[config.mk]
export PLATFORM = sky130hd
export DESIGN_NAME = program_loader
export DESIGN_NICKNAME = d
export VERILOG_FILES = /design/src/rtl/program_loader.sv
export SDC_FILE = /design/constraint.sdc
export NUM_CORES = 1
export LEC_CHECK = 0
export BUFFER_PORTS_ARGS = -buffer_cell sky130_fd_sc_hd__buf_2
export CAP_MARGIN = 20
export CORE_MARGIN = 3
export CORE_UTILIZATION = 55
export DETAILED_ROUTE_END_ITERATION = 8
export GPL_TIMING_DRIVEN = 0
export PLACE_DENSITY = 0.78
export SLEW_MARGIN = 15
export SYNTH_ARGS = -nofsm -noshare
export SYNTH_HDL_FRONTEND = slang
export SYNTH_SLANG_ARGS = --single-unit
[constraint.sdc]
create_clock -name clk -period 2.5 [get_ports clk]
set_input_delay 0.125 -clock clk [delete_from_list [all_inputs] [get_ports clk]]
set_output_delay 0.125 -clock clk [all_outputs]
set_load 0.01 [all_outputs]
[src/rtl/program_loader.sv]
`default_nettype none
// ============================================================================
// Module      : program_loader
// Description : Boot-time loader. It takes a byte stream (count, big-endian
//               16-bit words, XOR checksum), writes the words into instruction
//               memory from address 0, and raises cpu_run once the checksum
//               matches.
// Revision    : 1.0 - initial release
// ============================================================================
module program_loader #(
  parameter int ADDR_W = 8,
  parameter int WORD_W = 16
) (
  input  logic              clk,
  input  logic              rst_n,
  input  logic              in_valid,
  input  logic [7:0]        in_data,
  output logic              in_ready,
  output logic              wr_en,
  output logic [ADDR_W-1:0] wr_addr,
  output logic [WORD_W-1:0] wr_data,
  output logic              cpu_run,
  output logic              err,
  output logic [ADDR_W:0]   words_loaded
);

  // State encoding
  localparam logic [2:0] c_idle = 3'd0;
  localparam logic [2:0] c_hi   = 3'd1;
  localparam logic [2:0] c_lo   = 3'd2;
  localparam logic [2:0] c_chk  = 3'd3;
  localparam logic [2:0] c_done = 3'd4;
  localparam logic [2:0] c_err  = 3'd5;

  // A count byte of zero stands for a full memory image of 2^ADDR_W words
  localparam logic [ADDR_W:0] c_full = {1'b1, {ADDR_W{1'b0}}};
  localparam logic [ADDR_W:0] c_one  = {{ADDR_W{1'b0}}, 1'b1};

  logic [2:0]        r_state;
  logic [2:0]        w_next_state;
  logic              w_ready;
  logic              w_xfer;
  logic [ADDR_W:0]   w_count_ext;

  logic [7:0]        r_acc;
  logic [7:0]        r_hi;
  logic [ADDR_W:0]   r_remaining;
  logic [ADDR_W:0]   r_count;
  logic              r_wr_en;
  logic [ADDR_W-1:0] r_wr_addr;
  logic [WORD_W-1:0] r_wr_data;
  logic              r_cpu_run;
  logic              r_err;

  assign w_xfer      = in_valid && w_ready;
  assign w_count_ext = (in_data == 8'd0) ? c_full : (ADDR_W+1)'(in_data);

  // State register
  always_ff @(posedge clk or negedge rst_n) begin
    if (!rst_n) begin
      r_state <= c_idle;
    end else begin
      r_state <= w_next_state;
    end
  end

  // Next-state decode; every transition is gated by a byte transfer
  always_comb begin
    w_next_state = r_state;
    case (r_state)
      c_idle: if (w_xfer) w_next_state = c_hi;
      c_hi:   if (w_xfer) w_next_state = c_lo;
      c_lo:   if (w_xfer) w_next_state = (r_remaining == c_one) ? c_chk : c_hi;
      c_chk:  if (w_xfer) w_next_state = (in_data == r_acc) ? c_done : c_err;
      c_done: w_next_state = c_done;
      c_err:  w_next_state = c_err;
      default: w_next_state = c_idle;
    endcase
  end

  // Output decode: bytes are accepted in every non-terminal state
  always_comb begin
    w_ready = 1'b0;
    case (r_state)
      c_idle, c_hi, c_lo, c_chk: w_ready = 1'b1;
      default:                   w_ready = 1'b0;
    endcase
  end

  // Datapath: checksum, word assembly, counters, memory write port and status
  always_ff @(posedge clk or negedge rst_n) begin
    if (!rst_n) begin
      r_acc       <= 8'd0;
      r_hi        <= 8'd0;
      r_remaining <= '0;
      r_count     <= '0;
      r_wr_en     <= 1'b0;
      r_wr_addr   <= '0;
      r_wr_data   <= '0;
      r_cpu_run   <= 1'b0;
      r_err       <= 1'b0;
    end else begin
      // Write strobe is a single-cycle pulse
      r_wr_en <= 1'b0;
      if (w_xfer) begin
        case (r_state)
          c_idle: begin
            r_remaining <= w_count_ext;
            r_count     <= '0;
            r_acc       <= in_data;
          end
          c_hi: begin
            r_hi  <= in_data;
            r_acc <= r_acc ^ in_data;
          end
          c_lo: begin
            r_acc       <= r_acc ^ in_data;
            r_wr_en     <= 1'b1;
            r_wr_addr   <= r_count[ADDR_W-1:0];
            r_wr_data   <= WORD_W'({r_hi, in_data});
            // Counter is one bit wider than the address, so 256 words do not wrap
            r_count     <= r_count + c_one;
            r_remaining <= r_remaining - c_one;
          end
          c_chk: begin
            if (in_data == r_acc) begin
              r_cpu_run <= 1'b1;
            end else begin
              r_err <= 1'b1;
            end
          end
          default: begin
          end
        endcase
      end
    end
  end

  assign in_ready     = w_ready;
  assign wr_en        = r_wr_en;
  assign wr_addr      = r_wr_addr;
  assign wr_data      = r_wr_data;
  assign cpu_run      = r_cpu_run;
  assign err          = r_err;
  assign words_loaded = r_count;

`ifndef SYNTHESIS
  // Run and error are mutually exclusive outcomes of the checksum test
  a_run_err_excl : assert property (@(posedge clk) disable iff (!rst_n)
    !(r_cpu_run && r_err));
  // Two bytes per word means writes can never be on adjacent cycles
  a_wr_single : assert property (@(posedge clk) disable iff (!rst_n)
    r_wr_en |=> !r_wr_en);
  // The word counter tops out at a full memory image
  a_count_max : assert property (@(posedge clk) disable iff (!rst_n)
    r_count <= c_full);
`endif

endmodule
`default_nettype wire
==> out/qor.yml, run 1 <==
power_and_ir_drop:
  p_leak_nw: 1.720
  p_int_mw: 1.647
  p_seq_share_pct: 50.2
  clockPowerShare_pct: 44.4
  switching_share_pct: 22.96
  combPwrFrac_pct: 5.5
  p_switching_mw: 0.4908
  powerDensity_nw_per_um2: 606.7
  vdd_ir_drop_max_v: 0.0004580
synthesis:
  synth_area_leaders: "dfrtp_1 (54%), mux2_1 (6.9%), mux2_2 (5.7%)"
  yosysWarnings: 0
  ys_seq_area_share_pct: 54.40
  synthCells: 255
  synth_fp_nets: 269
  synth_edf_count: 0
  synth-seq-cells: 64
  avgSynthCellArea_um2: 11.55
  async_reset_ff_share_pct: 100.0
  synthFlopType: "dfrtp_1"
  yosysTopAreaCell: "dfrtp_1"
  netlist_area_um2: 2944
  synth_top_area_share_pct: 54.40
  ys_types: 42
critical_path:
  cp-start-kind: "register"
  critPathRequiredTime_ns: 2.73
  timing.rr.end: "r_hi[2]"
  critPathKind: "register to register"
  worst_path_max_delay_cell: "nor3b_2"
  rrSetupSlack_ns: 0.48
  r2r_start: "r_state[2]"
  max_stage_delay_ns: 0.72
  reg2regPathDepth: 4
  crit_fanout: 10
  path_cells: "buf_2, nand2b_1, nor3b_2, mux2_2"
  cp.arrival_ns: 2.25
  cp-end-kind: "register"
routing:
  vias: 2165
  drt-pass1-iter-count: 4
  drc: 0
  drt_wl_total_um: 6116
  drt.antenna.violating_nets: 0
  routed_via_density: 5.551
  first_iter_violations: 107
  avgRoutedWirePerCell_um: 15.68
timing:
  finalCriticalPeriod_ns: 2.017
  fin_crit_sh_pct: 80.69
  slew_viol_final: 0
  setup_violations: 0
  clock.fmax_ghz: 0.4957
  max-slew-margin-rel_pct: 41.35
  worst_pin_slew_ns: 0.8759
  rsz0062_at_grt: "no"
  hold_viol: 0
  finalSetupTns_ns: 0
  fin_ws_ns: 0.4828
  finClkSkew_ns: 0.004196
run_status:
  status: "finished, final reports clean"
placed_design:
  port_buffers: 47
  dpl.hpwl_um: 4339
  postPlaceCellArea_um2: 3297
  gp_congestion: 0.8752
  placed_cells: 373
  place_ws_ns: 0.4911
global_route:
  grt_pass1_vias: 2152
  antenna_found_initial: 0
  grt.overflow.total: 0
  grt_usage_pct: 22.08
  grt_max_degree: 48
  grt_pass1_wl_um: 10450
min_path:
  min_path_type: "input port to register"
  hold_depth: 3
  hold_end: "r_acc[5]"
  hold_path_startpoint: "in_data[5]"
clock_network:
  clock-root-buffer: "clkbuf_8"
  cts_buffers: 9
  cts_buffer_depth: 2
  clock_latency_ns: 0.35
  h-tree-depth: 3
  clk_pin_slew_ns: 0.07
  cts_tree: "yes"
  cts_sinks: 64
layout:
  final_common_cell: "dfrtp_1"
  nets: 329
  syn_to_final_growth_pct: 19.68
  drive_gt1_share_pct: 28.44
  fin_area_um2: 3523
  layout_common_cells: "dfrtp_1 (64), buf_2 (49), nand2_1 (26)"
  diodes: 0
  final_cells: 390
  postLayoutCoreUtil_pct: 68.55
die:
  start_util_pct: 57.28
  io-pin-count: 48
  fp.dieH_um: 79.17
  rows: 26
  die_x_um: 79.17
  core_um2: 5140
  die-area_um2: 6267
run:
  maxCapViolCount: 0
[worst max path at each step]
stage	startpoint	end	cells after the start	slack (ns)
2_1_floorplan	r_remaining[0]	r_remaining[6]	7	0.73
3_3_place_gp	r_state[2]	r_hi[4]	4	0.50
3_5_place_dp	r_state[2]	r_hi[1]	4	0.49
4_1_cts	r_state[2]	r_hi[4]	4	0.45
5_1_grt	r_remaining[0]	r_remaining[6]	7	0.35
6_report	r_state[2]	r_hi[2]	4	0.48
[cell usage after synthesis, types with 2 or more instances]
| library cell | instances |
|---|---|
| nand4_1 | 3 |
| dfrtp_1 | 64 |
| o31ai_1 | 2 |
| nand2_1 | 26 |
| xnor2_1 | 10 |
| o21ai_0 | 16 |
| nor3_1 | 4 |
| a22o_1 | 2 |
| nor3b_1 | 2 |
| nor4_1 | 5 |
| mux2_1 | 18 |
| mux2i_1 | 4 |
| or3b_2 | 2 |
| mux2_2 | 15 |
| nor3b_2 | 3 |
| and3_1 | 2 |
| ha_1 | 3 |
| buf_2 | 3 |
| nand3_1 | 5 |
| o22ai_1 | 3 |
| xor2_1 | 8 |
| inv_1 | 8 |
| buf_6 | 2 |
| nor2_1 | 10 |
| a21oi_1 | 12 |
| clkbuf_1 | 4 |
| or3_1 | 4 |
[critical path, delay by kind of cell (launching register included)]
family	cells	cell delay, ns
flops	1	0.40
buf+inv	1	0.19
mux	1	0.41
simple gates	2	0.90
[cells by family (layout without fill, tap and decap cells)]
kind of cell	after synthesis	after routing	synth area share (%)
xor+xnor	18	18	5.355
simple gates	73	73	13.56
mux	37	37	13.98
fa+ha+maj	3	3	1.275
flops	64	64	54.40
buf+inv	18	83	2.932
compound gates	42	42	8.500
[power groups by stage]
stage | clock (mW) | sequential [mW] | combinational, mW
floorplan | 0 | 1.09 | 0.0479
global placement | 0 | 1.09 | 0.110
detailed placement | 0 | 1.09 | 0.118
CTS | 0.961 | 1.07 | 0.119
global route | 1.01 | 1.08 | 0.132
finish | 0.948 | 1.07 | 0.117
[state kept, by name, summed over array words and instances, names as in the netlist]
register,count
cpu_run,1
err,1
r_acc,8
r_hi,8
r_remaining,9
r_state,3
words_loaded,9
wr_addr,8
wr_data,16
wr_en,1
[timing repair]
item | in CTS | in global routing
hold buffers | 1 | 0
resized for setup | 0 | 0
endpoints found under the hold margin | 64 | 0
setup buffers | 0 | 0
[routing by layer]
layer,vias to the layer above,wire length (µm),track usage [%]
met5,-,0,0
met4,0,156,11.68
met3,14,327,4.649
met2,75,2932,34.26
met1,1050,2700,29.11
li1,1026,-,-
[layout make-up]
class | instances | area, µm²
Timing Repair Buffer | 49 | 275.3
Multi-Input combinational cell | 173 | 1256
Tap cell | 70 | 87.58
Buffer | 10 | 56.30
Sequential cell | 64 | 1602
Fill cell | 418 | 1617
Clock buffer | 12 | 165.2
Clock inverter | 4 | 51.30
Inverter | 8 | 30.03
[metrics by stage]
step	hold slack, ns	power (mW)
floorplan	-0.1706	1.142
global placement	0.4490	1.201
detailed placement	0.01720	1.210
CTS	0.09156	2.153
global route	0.1042	2.219
finish	0.1020	2.138
No activity file was read; power rests on OpenSTA's default activity.
==> run 2: changes to the inputs <==
--- a/config.mk
+++ b/config.mk
@@ -8,10 +8,10 @@
 export BUFFER_PORTS_ARGS = -buffer_cell sky130_fd_sc_hd__buf_2
 export CAP_MARGIN = 20
 export CORE_MARGIN = 3
-export CORE_UTILIZATION = 55
+export CORE_UTILIZATION = 50
 export DETAILED_ROUTE_END_ITERATION = 8
 export GPL_TIMING_DRIVEN = 0
-export PLACE_DENSITY = 0.78
+export PLACE_DENSITY = 0.75
 export SLEW_MARGIN = 15
 export SYNTH_ARGS = -nofsm -noshare
 export SYNTH_HDL_FRONTEND = slang
==> constraint.sdc (replaced) <==
create_clock -name clk -period 1.7 [get_ports clk]
set_input_delay 0.085 -clock clk [delete_from_list [all_inputs] [get_ports clk]]
set_output_delay 0.085 -clock clk [all_outputs]
set_load 0.01 [all_outputs]
==> out/qor.yml, run 2 (synthesis gave the netlist of run 1 again) <==
placed_design:
  dpl.hpwl_um: 4227
  place_ws_ns: -0.2657
  port_buffers: 47
  postPlaceCellArea_um2: 3304
  gp_congestion: 0.8759
  placed_cells: 375
clock_network:
  cts_buffers: 9
  clock_latency_ns: 0.33
  clock-root-buffer: "clkbuf_8"
  cts_tree: "yes"
  cts_sinks: 64
  cts_buffer_depth: 2
  h-tree-depth: 3
  clk_pin_slew_ns: 0.07
critical_path:
  r2r_start: "r_state[0]"
  critPathKind: "register to register"
  cp-start-kind: "register"
  crit_fanout: 4
  cp.arrival_ns: 1.94
  reg2regPathDepth: 5
  critPathRequiredTime_ns: 1.91
  cp-end-kind: "register"
  timing.rr.end: "wr_data[3]"
  rrSetupSlack_ns: -0.02
power_and_ir_drop:
  clockPowerShare_pct: 39.5
  vdd_ir_drop_max_v: 0.0008780
  switching_share_pct: 23.84
  powerDensity_nw_per_um2: 761.6
  combPwrFrac_pct: 6.7
  p_int_mw: 2.235
  p_leak_nw: 1.863
  p_seq_share_pct: 53.8
  p_switching_mw: 0.6996
die:
  core_um2: 5608
  die-area_um2: 6845
  start_util_pct: 52.50
  fp.dieH_um: 82.74
  die_x_um: 82.74
  io-pin-count: 48
  rows: 27
layout:
  fill_cells: 417
  diodes: 0
  final_cells: 405
  syn_to_final_growth_pct: 30.90
  fin_area_um2: 3854
  final_common_cell: "dfrtp_1"
  postLayoutCoreUtil_pct: 68.72
  layout_common_cells: "dfrtp_1 (64), buf_2 (49), nand2_1 (25)"
  nets: 343
  drive_gt1_share_pct: 42.94
  largest_register_ff_count: 16
timing:
  max-slew-margin-rel_pct: 65.21
  hold_viol: 0
  finalCriticalPeriod_ns: 1.723
  worst_pin_slew_ns: 0.5208
  finalSetupTns_ns: -0.09866
  setup_violations: 8
  clock.fmax_ghz: 0.5805
  slew_viol_final: 0
  fin_ws_ns: -0.02260
  fin_crit_sh_pct: 101.3
  rsz0062_at_grt: "yes"
  finClkSkew_ns: 0.006729
run_status:
  violations: "setup timing"
  status: "finished, violations left"
global_route:
  grt_pass1_vias: 2228
  grt_max_degree: 34
  antenna_found_initial: 0
  grt_pass1_wl_um: 11020
  grt.overflow.total: 0
  grt_usage_pct: 21.74
routing:
  routed_via_density: 5.615
  drt.antenna.violating_nets: 0
  avgRoutedWirePerCell_um: 17.20
  drt_wl_total_um: 6967
  drt-pass1-iter-count: 6
  vias: 2274
  drc: 0
  first_iter_violations: 169
min_path:
  hold_path_startpoint: "in_data[4]"
  min_path_type: "input port to register"
  hold_end: "r_acc[4]"
  hold_depth: 3
run:
  maxCapViolCount: 0
-- run 2: power groups by stage --
stage / Combinational [mW] / Sequential (mW) / Clock, mW
after global placement: 0.164 / 1.60 / 0
final: 0.195 / 1.58 / 1.16
after floorplan: 0.0735 / 1.61 / 0
after CTS: 0.182 / 1.58 / 1.17
after detailed placement: 0.174 / 1.61 / 0
after global routing: 0.216 / 1.58 / 1.24
-- run 2: final cells by class --
class | instances | area, µm² | share of cell area (%)
clock buffer | 12 | 155.1 | 4.026
sequential | 64 | 1602 | 41.56
multi-input combinational | 173 | 1441 | 37.40
inverter | 8 | 30.03 | 0.7792
timing repair buffer | 67 | 475.5 | 12.34
buffer | 6 | 42.54 | 1.104
tap | 72 | 90.09 | 2.338
clock inverter | 3 | 17.52 | 0.4545
-- run 2: metrics by stage --
| stage | hold WS (ns) | total power, mW |
|---|---|---|
| finish | 0.06367 | 2.935 |
| global route | 0.07678 | 3.039 |
| CTS | 0.06223 | 2.934 |
| detailed placement | 0.04934 | 1.781 |
| global placement | 0.4054 | 1.769 |
| floorplan | -0.2106 | 1.683 |
-- run 2: metal layers --
metal	vias up	track usage, %	part of all wire [%]
met4	0	10.95	2.2
met5	-	0	0
met2	64	34.21	49
met3	12	3.796	4.6
li1	1054	-	-
met1	1144	28.95	44
-- run 2: worst max-delay path by stage --
stage,startpoint,to,cells after the start
3_3_place_gp,r_state[0],wr_addr[0],5
2_1_floorplan,r_state[0],wr_addr[0],5
4_1_cts,r_state[2],wr_data[11],6
6_report,r_state[0],wr_data[3],5
5_1_grt,r_state[0],wr_data[4],5
3_5_place_dp,r_state[0],wr_data[7],5
-- run 2: worst max-delay path: stages (launching register included) --
cell and delay, ns:
dfrtp_1 0.41, or3b_4 0.43, nor2_4 0.17, buf_4 0.15, buf_4 0.12, mux2_2 0.32
-- run 2: timing repair --
action,CTS,global route
gates cloned,2,0
setup buffers,11,6
hold buffers,1,0
pin swaps,2,4
endpoints found under the hold margin,32,0
endpoints found under the setup margin,50,50
gates resized for setup,20,45
==> run 3: changes to the inputs <==
--- a/config.mk
+++ b/config.mk
@@ -7,7 +7,7 @@
 export LEC_CHECK = 0
 export BUFFER_PORTS_ARGS = -buffer_cell sky130_fd_sc_hd__buf_2
 export CAP_MARGIN = 20
-export CORE_MARGIN = 3
+export CORE_MARGIN = 2
 export CORE_UTILIZATION = 50
 export DETAILED_ROUTE_END_ITERATION = 8
 export GPL_TIMING_DRIVEN = 0
==> out/qor.yml, run 3 (synthesis gave the netlist of run 1 again) <==
timing:
  holdWs_ns: 0.07528
  clock.fmax_ghz: 0.5796
  fin_ws_ns: -0.02525
  finalSetupTns_ns: -0.1136
  hold_viol: 0
  setup_violations: 5
  finClkSkew_ns: 0.008553
  worst_pin_slew_ns: 0.5019
  max-slew-margin-rel_pct: 66.47
  slew_viol_final: 0
  finalCriticalPeriod_ns: 1.725
  rsz0062_at_grt: "yes"
  fin_crit_sh_pct: 101.5
critical_path:
  max_stage_delay_ns: 0.41
  crit_path_start: "r_state[0]"
  cp.arrival_ns: 1.94
  r2r_start: "r_state[0]"
  critPathRequiredTime_ns: 1.92
  timing.rr.end: "wr_data[13]"
  rrSetupSlack_ns: -0.03
  cp-end-kind: "register"
  crit_fanout: 5
  reg2regPathDepth: 5
  cp-endpoint: "wr_data[13]"
  path_cells: "or3b_4, nor2_4, buf_6, buf_8, mux2_4"
  worst_path_max_delay_cell: "dfrtp_1"
  critPathKind: "register to register"
  cp-start-kind: "register"
routing:
  routed_via_density: 5.551
  drt_wl_total_um: 6692
  avgRoutedWirePerCell_um: 16.69
  drt.antenna.violating_nets: 0
  drt-pass1-iter-count: 4
  drc: 0
  vias: 2226
  first_iter_violations: 187
placed_design:
  placed_cells: 375
  port_buffers: 47
  place_ws_ns: -0.2629
  dpl.hpwl_um: 4218
  gp_congestion: 0.8468
  postPlaceCellArea_um2: 3312
clock_network:
  cts_sinks: 64
  cts_buffer_depth: 2
  cts_tree: "yes"
  h-tree-depth: 3
  clock-root-buffer: "clkbuf_8"
  clock_latency_ns: 0.34
  clk_pin_slew_ns: 0.07
  cts_buffers: 9
layout:
  regArea_um2: 1602
  multi_input_area_um2: 1366
  final_cells: 401
  largest_register_ff_count: 16
  fill_cells: 425
  nets: 340
  drive_gt1_share_pct: 37.99
  fin_area_um2: 3752
  diodes: 0
  postLayoutCoreUtil_pct: 66.91
  final_common_cell: "dfrtp_1"
  syn_to_final_growth_pct: 27.45
  layout_common_cells: "dfrtp_1 (64), buf_2 (47), nand2_1 (25)"
run_status:
  status: "finished, violations left"
  violations: "setup timing"
die:
  rows: 27
  core_um2: 5608
  die-area_um2: 6518
  die_x_um: 80.74
  io-pin-count: 48
  start_util_pct: 52.50
  fp.dieH_um: 80.74
run:
  maxCapViolCount: 0
power_and_ir_drop:
  powerDensity_nw_per_um2: 844.7
  p_leak_nw: 1.851
  p_total_mw: 3.169
  vdd_ir_drop_max_v: 0.0007234
min_path:
  min_path_type: "input port to register"
global_route:
  grt_pass1_vias: 2186
  grt_max_degree: 50
  grt_pass1_wl_um: 10450
  grt.overflow.total: 0
  antenna_found_initial: 0
  grt_usage_pct: 21.62
-- run 3: area by class of cell --
class,instances,area share [%]
Buffer,6,1.200
Sequential cell,64,42.68
Tap cell,72,2.401
Multi-Input combinational cell,173,36.41
Inverter,8,0.8003
Clock buffer,10,3.668
Clock inverter,4,1.867
Timing Repair Buffer,64,10.97
-- run 3: worst min path at each step --
stage                     startpoint  endpoint  slack [ns]  depth (start not counted)
final                     in_data[1]  r_acc[1]        0.08                          3
after global routing      in_data[6]  r_acc[6]        0.07                          3
after CTS                 in_data[1]  r_acc[1]        0.06                          3
after detailed placement       rst_n   r_hi[0]       -0.04                          1
after global placement    in_data[3]  r_acc[3]        0.41                          3
after floorplan                rst_n   cpu_run       -0.21                          0
-- run 3: critical path: cells and delay by family (launching register included) --
family	cells	cell delay, ns
buf+inv	2	0.30
flops	1	0.41
simple gates	2	0.60
mux	1	0.30
-- run 3: repair_timing --
action                                  CTS  global route
pin swaps                                 3             5
hold endpoints to repair                 64             0
endpoints found under the setup margin   51            50
hold buffers                              1             0
buffers inserted                          8             7
resized for setup                        22            18
cloned                                    1             0
-- run 3: power breakdown --
part           switching, mW  leakage [nW]  internal, mW
sequential            0.0257         0.846          1.55
clock                  0.556         0.108         0.844
combinational          0.108         0.897        0.0827
total                  0.689          1.85          2.48
-- run 3: routing by layer --
layer | wire [µm] | up-vias | track usage, %
met3 | 389 | 9 | 6.111
li1 | - | 1045 | -
met4 | 97 | 0 | 8.475
met1 | 2873 | 1106 | 28.23
met5 | 0 | - | 0
met2 | 3331 | 66 | 34.42
